**config.mk**
```make
export PLATFORM = sky130hd
export DESIGN_NAME = pmpd_frame_scheduler
export DESIGN_NICKNAME = d
export VERILOG_FILES = /design/src/rtl/pmpd_frame_scheduler.sv
export SDC_FILE = /design/constraint.sdc
export NUM_CORES = 1
export LEC_CHECK = 0
export CAP_MARGIN = 20
export CORE_MARGIN = 3
export CORE_UTILIZATION = 50
export DETAILED_ROUTE_END_ITERATION = 12
export GPL_TIMING_DRIVEN = 0
export HOLD_SLACK_MARGIN = 0.08
export PLACE_DENSITY_LB_ADDON = 0.08
export SKIP_CTS_REPAIR_TIMING = 1
export SYNTH_ARGS = -nofsm -noshare
export SYNTH_HDL_FRONTEND = slang
export SYNTH_SLANG_ARGS = --single-unit
```
**constraint.sdc**
```tcl
create_clock -name clk -period 5.5 [get_ports clk]
set_input_delay 1.1 -clock clk [delete_from_list [all_inputs] [get_ports clk]]
set_output_delay 1.1 -clock clk [all_outputs]
set_load 0.02 [all_outputs]
```
**src/rtl/pmpd_frame_scheduler.sv**
```systemverilog
`default_nettype none
// ============================================================================
// Module   : pmpd_frame_scheduler
// Brief    : Buffers SPI frames and sequences per-channel sample strobes on a
//            10 Hz tick, with a tick-based link watchdog.
// Revision : 1.0 - initial release
// ============================================================================
module pmpd_frame_scheduler #(
    parameter int TIMEOUT_TICKS = 5
) (
    input  logic        clk,
    input  logic        rst,
    input  logic        frame_valid,
    input  logic [63:0] rx_data,
    input  logic        tick_10hz,
    input  logic        check_busy,
    output logic [31:0] state_buffer,
    output logic [3:0]  sample_strobe,
    output logic        link_ok,
    output logic [7:0]  frame_err_cnt,
    output logic [7:0]  overrun_cnt
);

    localparam logic [3:0] c_TIMEOUT = 4'(TIMEOUT_TICKS);
    localparam logic [3:0] c_TIMEOUT_M1 = 4'(TIMEOUT_TICKS - 1);
    localparam logic [7:0] c_CNT_MAX = 8'hFF;

    typedef enum logic [2:0] {
        IDLE    = 3'd0,
        COMMIT  = 3'd1,
        S_PEDAL = 3'd2,
        S_EXPR  = 3'd3,
        S_BPM   = 3'd4,
        S_RR    = 3'd5
    } state_t;

    state_t      r_state;
    state_t      w_next_state;
    logic [3:0]  w_strobe;

    logic [31:0] r_pending;
    logic        r_pending_valid;
    logic [31:0] r_state_buffer;
    logic [3:0]  r_watchdog;
    logic [7:0]  r_frame_err_cnt;
    logic [7:0]  r_overrun_cnt;

    logic        w_accept;
    logic        w_reject;
    logic        w_consume;
    logic        w_expire;
    logic        w_link_ok;

    assign w_accept  = frame_valid && (rx_data[63:32] == 32'd0);
    assign w_reject  = frame_valid && (rx_data[63:32] != 32'd0);
    assign w_consume = (r_state == COMMIT);
    assign w_link_ok = (r_watchdog != c_TIMEOUT);

    // The tick that brings the watchdog to the limit aborts everything in the
    // same cycle, including the strobe of the state currently being served.
    assign w_expire  = tick_10hz && !w_accept && (r_watchdog == c_TIMEOUT_M1);

    // ------------------------------------------------------------------------
    // Sequencer
    // ------------------------------------------------------------------------
    always_ff @(posedge clk or posedge rst) begin
        if (rst) begin
            r_state <= IDLE;
        end else begin
            r_state <= w_next_state;
        end
    end

    always_comb begin
        w_next_state = r_state;
        w_strobe     = 4'b0000;
        case (r_state)
            IDLE: begin
                if (tick_10hz && r_pending_valid && w_link_ok) begin
                    w_next_state = COMMIT;
                end
            end
            COMMIT: begin
                w_next_state = S_PEDAL;
            end
            S_PEDAL: begin
                if (!check_busy) begin
                    w_strobe     = 4'b1000;
                    w_next_state = S_EXPR;
                end
            end
            S_EXPR: begin
                if (!check_busy) begin
                    w_strobe     = 4'b0100;
                    w_next_state = S_BPM;
                end
            end
            S_BPM: begin
                if (!check_busy) begin
                    w_strobe     = 4'b0010;
                    w_next_state = S_RR;
                end
            end
            S_RR: begin
                if (!check_busy) begin
                    w_strobe     = 4'b0001;
                    w_next_state = IDLE;
                end
            end
            default: begin
                w_next_state = IDLE;
            end
        endcase
        if (w_expire) begin
            w_next_state = IDLE;
            w_strobe     = 4'b0000;
        end
    end

    // ------------------------------------------------------------------------
    // Pending frame and committed buffer
    // ------------------------------------------------------------------------
    always_ff @(posedge clk or posedge rst) begin
        if (rst) begin
            r_pending       <= 32'd0;
            r_pending_valid <= 1'b0;
        end else if (w_expire) begin
            r_pending_valid <= 1'b0;
        end else if (w_accept) begin
            // A coincident commit reads the old value this cycle, so the new
            // frame simply replaces it and stays pending.
            r_pending       <= rx_data[31:0];
            r_pending_valid <= 1'b1;
        end else if (w_consume) begin
            r_pending_valid <= 1'b0;
        end
    end

    always_ff @(posedge clk or posedge rst) begin
        if (rst) begin
            r_state_buffer <= 32'd0;
        end else if (w_expire) begin
            r_state_buffer <= 32'd0;
        end else if (w_consume) begin
            r_state_buffer <= r_pending;
        end
    end

    // ------------------------------------------------------------------------
    // Link watchdog, counted in ticks since the last accepted frame
    // ------------------------------------------------------------------------
    always_ff @(posedge clk or posedge rst) begin
        if (rst) begin
            r_watchdog <= c_TIMEOUT;
        end else if (w_accept) begin
            r_watchdog <= 4'd0;
        end else if (tick_10hz && (r_watchdog != c_TIMEOUT)) begin
            r_watchdog <= r_watchdog + 4'd1;
        end
    end

    // ------------------------------------------------------------------------
    // Saturating error statistics
    // ------------------------------------------------------------------------
    always_ff @(posedge clk or posedge rst) begin
        if (rst) begin
            r_frame_err_cnt <= 8'd0;
        end else if (w_reject && (r_frame_err_cnt != c_CNT_MAX)) begin
            r_frame_err_cnt <= r_frame_err_cnt + 8'd1;
        end
    end

    always_ff @(posedge clk or posedge rst) begin
        if (rst) begin
            r_overrun_cnt <= 8'd0;
        end else if (w_accept && r_pending_valid && !w_consume
                     && (r_overrun_cnt != c_CNT_MAX)) begin
            r_overrun_cnt <= r_overrun_cnt + 8'd1;
        end
    end

    assign state_buffer  = r_state_buffer;
    assign sample_strobe = w_strobe;
    assign link_ok       = w_link_ok;
    assign frame_err_cnt = r_frame_err_cnt;
    assign overrun_cnt   = r_overrun_cnt;

endmodule
`default_nettype wire

```
==> results.py, run 1 <==
metrics = {
    "synthesis": {
        "ys_async_sr_fraction_pct": 100,
        "synth-seq-cells": 88,
        "yosysUniqueCellTypes": 33,
        "netlist_area_um2": 3790,
        "yosys_warnings": 0,
        "synth_flop_cell": "dfrtp_1",
        "seq_area_frac_synth_pct": 58.2,
        "synth_edf_count": 0,
        "syn_area_per_cell_um2": 9.22,
        "syn_nets": 485,
        "synth_cells": 411,
    },
    "clocking": {
        "clk_pin_slew_worst_paths_ps": 80,
        "numCtsBuffers": 9,
        "clk_root_buffer_cell": "clkbuf_8",
        "cts_tree": "done",
        "h-tree-depth": 3,
        "clkSinkCount": 88,
        "cts_buffer_depth": 2,
        "clk_latency_ps": 340,
    },
    "die": {
        "die_area_um2": 8660,
        "rows": 31,
        "die_w_um": 93.1,
        "floorplan.initialDensity_pct": 52.0,
        "fp.coreArea_um2": 7290,
        "die_h_um": 93.1,
        "ios": 122,
    },
    "place": {
        "hpwl_mm": 6.83,
        "dp_cells": 632,
        "gp_congestion": 0.827,
        "portBuffers": 121,
        "dp_slack_ps": 978,
        "place_area_um2": 5160,
    },
    "critical_path": {
        "required_ps": 4400,
        "worstSetupStartpointType": "input pin",
        "cp-end-kind": "primary output",
        "path_delay_family": "buffers and inverters",
        "crit_fanout": 7,
        "worstPathArrival_ps": 3400,
        "max_stage_delay_ps": 630,
        "critPathKind": "in -> out",
        "critPathBufInv": 3,
        "rr_worst_depth": 6,
        "worstPathCellList": "clkdlybuf4s50_1 -> nor4_1 -> and4_1 -> and3_1 -> buf_4 -> o21ai_0 -> nor3_1 -> clkdlybuf4s50_1",
        "critical_path.most_common_cell": "clkdlybuf4s50_1",
        "cp.depth": 8,
        "critPathSlowestCell": "clkdlybuf4s50_1",
    },
    "grt": {
        "grt_remaining_overflow": 0,
        "grtUsageTotal_pct": 22.4,
        "grt_max_degree": 75,
        "grt_pass1_vias": 3280,
        "busiest_layer": "met2",
        "grt_pass1_wl_mm": 15.4,
        "antenna_found_initial": 0,
        "met2_usage_pct": 39.2,
        "met1_usage_pct": 28.1,
        "grtUsageMet3_pct": 4.99,
    },
    "finish": {
        "final_cell_area_um2": 5390,
        "final_util_pct": 73.9,
        "n_antenna_cell": 0,
        "area_growth_pct": 42.0,
        "layout.nets": 618,
        "finalNonFillerCells": 648,
        "drive_above_1_share_pct": 6.01,
        "nFillCells": 570,
    },
    "timing": {
        "drv_slew": 0,
        "skew_ps": 8.21,
        "hold_violations": 0,
        "slew_headroom_pct": 69.9,
        "hold_ws_ps": 478,
        "clock.fmax_ghz": 0.222,
        "min_period_ps": 4500,
        "layout_setup_ws_ps": 1000,
        "worst_pin_slew_ps": 450,
        "timing.final.crit_share_pct": 81.7,
        "setup_viol": 0,
        "setup_tns_ps": 0,
        "rsz0062_at_grt": "no",
    },
    "pwr": {
        "p_sw_share_pct": 33.0,
        "p_per_area_nw_per_um2": 405,
        "switching_power_mw": 0.719,
        "p_seq_share_pct": 42.2,
        "p_leak_nw": 2.53,
        "share_comb_of_total_power_pct": 34.7,
        "power_frac_clock_pct": 23.1,
        "vdd_drop_max_v": 0.000247,
        "power.total_mw": 2.18,
        "intPower_mw": 1.46,
    },
    "worst_hold_path": {
        "hold_depth": 2,
        "hp-class": "reg -> reg",
    },
    "run": {
        "max_cap_violations": 0,
    },
    "drt": {
        "routed_wirelength_mm": 9.28,
        "ant_nets": 0,
        "vias": 3300,
        "vias_per_cell": 5.09,
        "drc_errors": 0,
        "drtIter0Drc": 117,
        "first_pass_iters": 4,
        "wl_per_cell_um": 14.3,
    },
    "run_status": {
        "status": "finished clean",
    },
}
-- worst reg2reg max path: stages (launching register included) --
cell and delay [ps]:
dfrtp_1 370, clkbuf_1 160, nor2_1 210, nand2_1 250
and3_1 320, nand2_1 130, mux2_1 330
-- cells in the mapped netlist (2+ instances only) --
master | count | share of area (%)
a21oi_1 | 33 | 4.4
and2_1 | 4 | 0.66
and3_1 | 3 | 0.50
and4_1 | 4 | 0.92
buf_2 | 7 | 0.92
buf_4 | 2 | 0.40
clkbuf_1 | 13 | 1.3
dfrtp_1 | 86 | 57
dfstp_2 | 2 | 1.4
ha_1 | 5 | 1.7
inv_1 | 4 | 0.40
mux2_1 | 2 | 0.59
mux2_2 | 2 | 0.59
nand2_1 | 172 | 17
nand2b_1 | 3 | 0.50
nand3_1 | 5 | 0.66
nand3b_1 | 3 | 0.59
nand4_1 | 5 | 0.83
nor2_1 | 10 | 0.99
nor2b_1 | 2 | 0.33
nor3_1 | 6 | 0.79
nor4_1 | 11 | 1.8
o21ai_0 | 2 | 0.26
xnor2_1 | 8 | 1.8
xor2_1 | 9 | 2.1
-- final timing paths --
check	from	endpoint	slack [ps]
max reg2reg	r_state[2]	overrun_cnt[1]	3610
min	r_pending[2]	r_pending[2]	480
max	rx_data[47]	sample_strobe[1]	1000
max in group asynchronous	rst	r_watchdog[2]	3820
min in group asynchronous	rst	state_buffer[22]	1030
min reg2reg	r_pending[2]	r_pending[2]	480
-- final cells by class --
cell class                      count  area (µm²)  area share (%)
Tap cell                           99         124            2.30
Buffer                             22        98.8            1.84
Sequential cell                    88        2200            40.9
Timing Repair Buffer              122        1240            23.0
Clock buffer                       10         138            2.56
Multi-Input combinational cell    297        1470            27.3
Clock inverter                      6        91.3            1.70
Inverter                            4        17.5           0.325
-- metal layers --
| layer | part of all wire, % | vias to the layer above | wire, µm |
|---|---|---|---|
| met2 | 51 | 116 | 4720 |
| met3 | 6.9 | 11 | 636 |
| met5 | 0 | - | 0 |
| li1 | - | 1602 | - |
| met1 | 41 | 1571 | 3820 |
| met4 | 1.1 | 0 | 106 |
-- kinds of logic (layout without fill, tap and decap cells) --
| group | Yosys count | in the layout | share of synthesized area (%) |
|---|---|---|---|
| flip-flops | 88 | 88 | 58.2 |
| XOR/XNOR | 17 | 17 | 3.93 |
| adder cells (fa/ha/maj) | 5 | 5 | 1.65 |
| AND/OR/NAND/NOR | 234 | 234 | 27.0 |
| multiplexers | 5 | 5 | 1.45 |
| buffers and inverters | 26 | 164 | 3.00 |
| AO/OA/AOI/OAI | 36 | 36 | 4.85 |
-- state kept, by name, summed over array words and instances, names as in the netlist --
| signal | count |
|---|---|
| state_buffer | 32 |
| r_pending | 32 |
| r_pending_valid | 1 |
| overrun_cnt | 8 |
| r_state | 3 |
| frame_err_cnt | 8 |
| r_watchdog | 4 |
-- power groups by stage --
stage	Combinational, mW	Sequential [mW]	Clock, mW
final	0.756	0.921	0.503
after detailed placement	0.765	0.933	0
after floorplan	0.202	1.09	0
after global routing	0.816	0.941	0.543
after global placement	0.737	0.926	0
after CTS	0.767	0.922	0.509
-- placed cells by master, fill, tap and decap left out, types with 2 or more instances in the layout --
master           synthesis  routed
nand2_1                172     172
clkdlybuf4s50_1          0     121
dfrtp_1                 86      86
a21oi_1                 33      33
clkbuf_1                13      13
nor4_1                  11      11
nor2_1                  10      10
clkbuf_8                 0      10
xor2_1                   9       9
xnor2_1                  8       8
buf_2                    7       7
nor3_1                   6       6
nand4_1                  5       5
nand3_1                  5       5
ha_1                     5       5
and4_1                   4       4
and2_1                   4       4
and3_1                   3       3
nand2b_1                 3       3
nand3b_1                 3       3
inv_1                    4       3
buf_4                    2       2
nor2b_1                  2       2
o21ai_0                  2       2
mux2_1                   2       2
mux2_2                   2       2
clkinv_4                 0       2
bufinv_16                0       2
dfstp_2                  2       2
No activity file was read; power rests on OpenSTA's default activity.
==> run 2: changes to the inputs <==
- CORE_UTILIZATION: 50 -> 46
- clock period: 5.5 -> 4.4 ns (I/O delays scaled with it)
==> run 2 against run 1 <==
Against the previous run: die area is 8.1% higher; first-iteration DRC count is 30% lower; design area is 0.37% lower; power is 22% higher; clock power is 13% higher; core utilization is 5.5 points lower; combinational power is 24% higher; worst setup slack worse by 590 ps; count of clock-buffer cells in the layout is 1 higher; via count is 2.7% lower; global-route usage is 3.1 points lower; register-to-register slack worse by 1100 ps.
==> results.py, run 2 (synthesis results as in run 1) <==
metrics = {
    "grt": {
        "grt_max_degree": 73,
        "grt_pass1_vias": 3169,
        "grtUsageTotal_pct": 19.3,
        "grt_remaining_overflow": 0,
        "antenna_found_initial": 0,
        "grt_pass1_wl_mm": 14.8,
    },
    "critical_path": {
        "path_delay_family": "buffers and inverters",
        "critPathSlowestCell": "clkdlybuf4s50_1",
        "worstPathArrival_ps": 3100,
        "rr_endpoint": "overrun_cnt[1]",
        "max_stage_delay_ps": 630,
        "critPathKind": "in -> out",
        "reg2reg_from": "r_state[2]",
        "rr_worst_depth": 6,
        "required_ps": 3520,
        "r2r_slack_ps": 2550,
        "critPathBufInv": 3,
        "crit_fanout": 10,
        "worstSetupStartpointType": "input pin",
        "worstPathCellList": "clkdlybuf4s50_1 -> nor4_1 -> and4_1 -> and3_1 -> buf_4 -> nor2_2 -> nor3_1 -> clkdlybuf4s50_1",
        "critical_path.most_common_cell": "clkdlybuf4s50_1",
        "cp-end-kind": "primary output",
    },
    "run_status": {
        "status": "finished clean",
    },
    "run": {
        "max_cap_violations": 0,
    },
    "timing": {
        "worst_pin_slew_ps": 489,
        "min_period_ps": 3980,
        "timing.final.crit_share_pct": 90.5,
        "layout_setup_ws_ps": 418,
        "clock.fmax_ghz": 0.251,
        "slew_headroom_pct": 67.4,
        "hold_violations": 0,
        "skew_ps": 8.70,
        "setup_viol": 0,
        "drv_slew": 0,
        "rsz0062_at_grt": "no",
    },
    "die": {
        "die_w_um": 96.8,
        "die_area_um2": 9370,
        "floorplan.initialDensity_pct": 48.3,
        "rows": 32,
        "die_h_um": 96.8,
        "ios": 122,
        "fp.coreArea_um2": 7850,
    },
    "drt": {
        "first_pass_iters": 4,
        "routed_wirelength_mm": 8.80,
        "wl_per_cell_um": 13.5,
        "drc_errors": 0,
        "vias_per_cell": 4.93,
        "met1_length_mm": 3.90,
        "highest_layer": "met4",
        "wl_met3_um": 529,
        "wl_met2_mm": 4.31,
        "ant_nets": 0,
        "drtIter0Drc": 82,
        "vias": 3211,
    },
    "pwr": {
        "p_leak_nw": 2.51,
        "p_per_area_nw_per_um2": 495,
        "vdd_drop_max_v": 0.000304,
    },
    "clocking": {
        "clk_pin_slew_worst_paths_ps": 80,
        "h-tree-depth": 3,
        "cts_buffer_depth": 2,
        "clkSinkCount": 88,
        "clk_root_buffer_cell": "clkbuf_8",
        "numCtsBuffers": 9,
        "clk_latency_ps": 350,
        "cts_tree": "done",
    },
    "finish": {
        "final_util_pct": 68.4,
        "area_growth_pct": 41.5,
        "layout.nets": 618,
        "drive_above_1_share_pct": 5.83,
        "n_antenna_cell": 0,
        "mostFrequentLayoutCells": "172 x nand2_1, 121 x clkdlybuf4s50_1, 86 x dfrtp_1",
        "final_common_cell": "nand2_1",
    },
    "place": {
        "gp_congestion": 0.847,
        "hpwl_mm": 6.45,
        "dp_slack_ps": 380,
        "portBuffers": 121,
    },
    "worst_hold_path": {
        "hp-class": "reg -> reg",
        "min_to": "r_pending[26]",
        "hold_depth": 2,
        "hp-start": "r_pending[26]",
    },
}
[run 2: cell types whose count changed in the layout (fill, tap and decap cells not counted), sizes merged]
cell / delta
inv: +1
bufinv: -1
clkbuf: +1
clkinvlp: +1
clkinv: -2
[run 2: worst max path at each step]
stage	startpoint	end	slack, ps	depth (start not counted)
floorplan	rst	frame_err_cnt[0]	1240	1
global placement	rst	r_watchdog[1]	-80	2
detailed placement	rx_data[40]	sample_strobe[3]	380	8
CTS	rx_data[46]	sample_strobe[2]	380	8
global route	rx_data[56]	sample_strobe[3]	250	8
finish	rx_data[46]	sample_strobe[2]	420	8
[run 2: power breakdown]
| part | total [mW] | switching, mW | internal [mW] | leakage (nW) |
|---|---|---|---|---|
| combinational | 0.938 | 0.457 | 0.481 | 1.23 |
| clock | 0.569 | 0.286 | 0.283 | 0.101 |
| sequential | 1.15 | 0.139 | 1.01 | 1.18 |
| total | 2.65 | 0.882 | 1.77 | 2.51 |
[run 2: area by class of cell]
type | count | area, µm²
Clock buffer | 11 | 141
Multi-Input combinational cell | 297 | 1470
Clock inverter | 5 | 63.8
Fill cell | 675 | 2480
Inverter | 4 | 17.5
Timing Repair Buffer | 122 | 1240
Tap cell | 102 | 128
Buffer | 22 | 98.8
Sequential cell | 88 | 2200
[run 2: layer usage]
metal,vias up,track usage (%)
li1,1598,-
met1,1511,25.0
met2,96,32.0
met3,6,5.84
met4,0,4.32
met5,-,0
[run 2: metrics by stage]
| step | instances | instance area, µm² | power, mW | hold WS (ps) | setup TNS [ps] |
|---|---|---|---|---|---|
| finish | 651 | 5370 | 2.65 | 480 | 0 |
| global route | 651 | 5370 | 2.80 | 503 | 0 |
| CTS | 651 | 5370 | 2.68 | 483 | 0 |
| detailed placement | 635 | 5160 | 2.11 | 462 | 0 |
| global placement | 634 | 5130 | 2.08 | 457 | -6560 |
| floorplan | 411 | 3790 | 1.61 | 446 | 0 |
[run 2: worst min-delay path, cell delays in order (launching register included)]
cell     delay [ps]
dfrtp_1         350
nand2_1          50
nand2_1          50
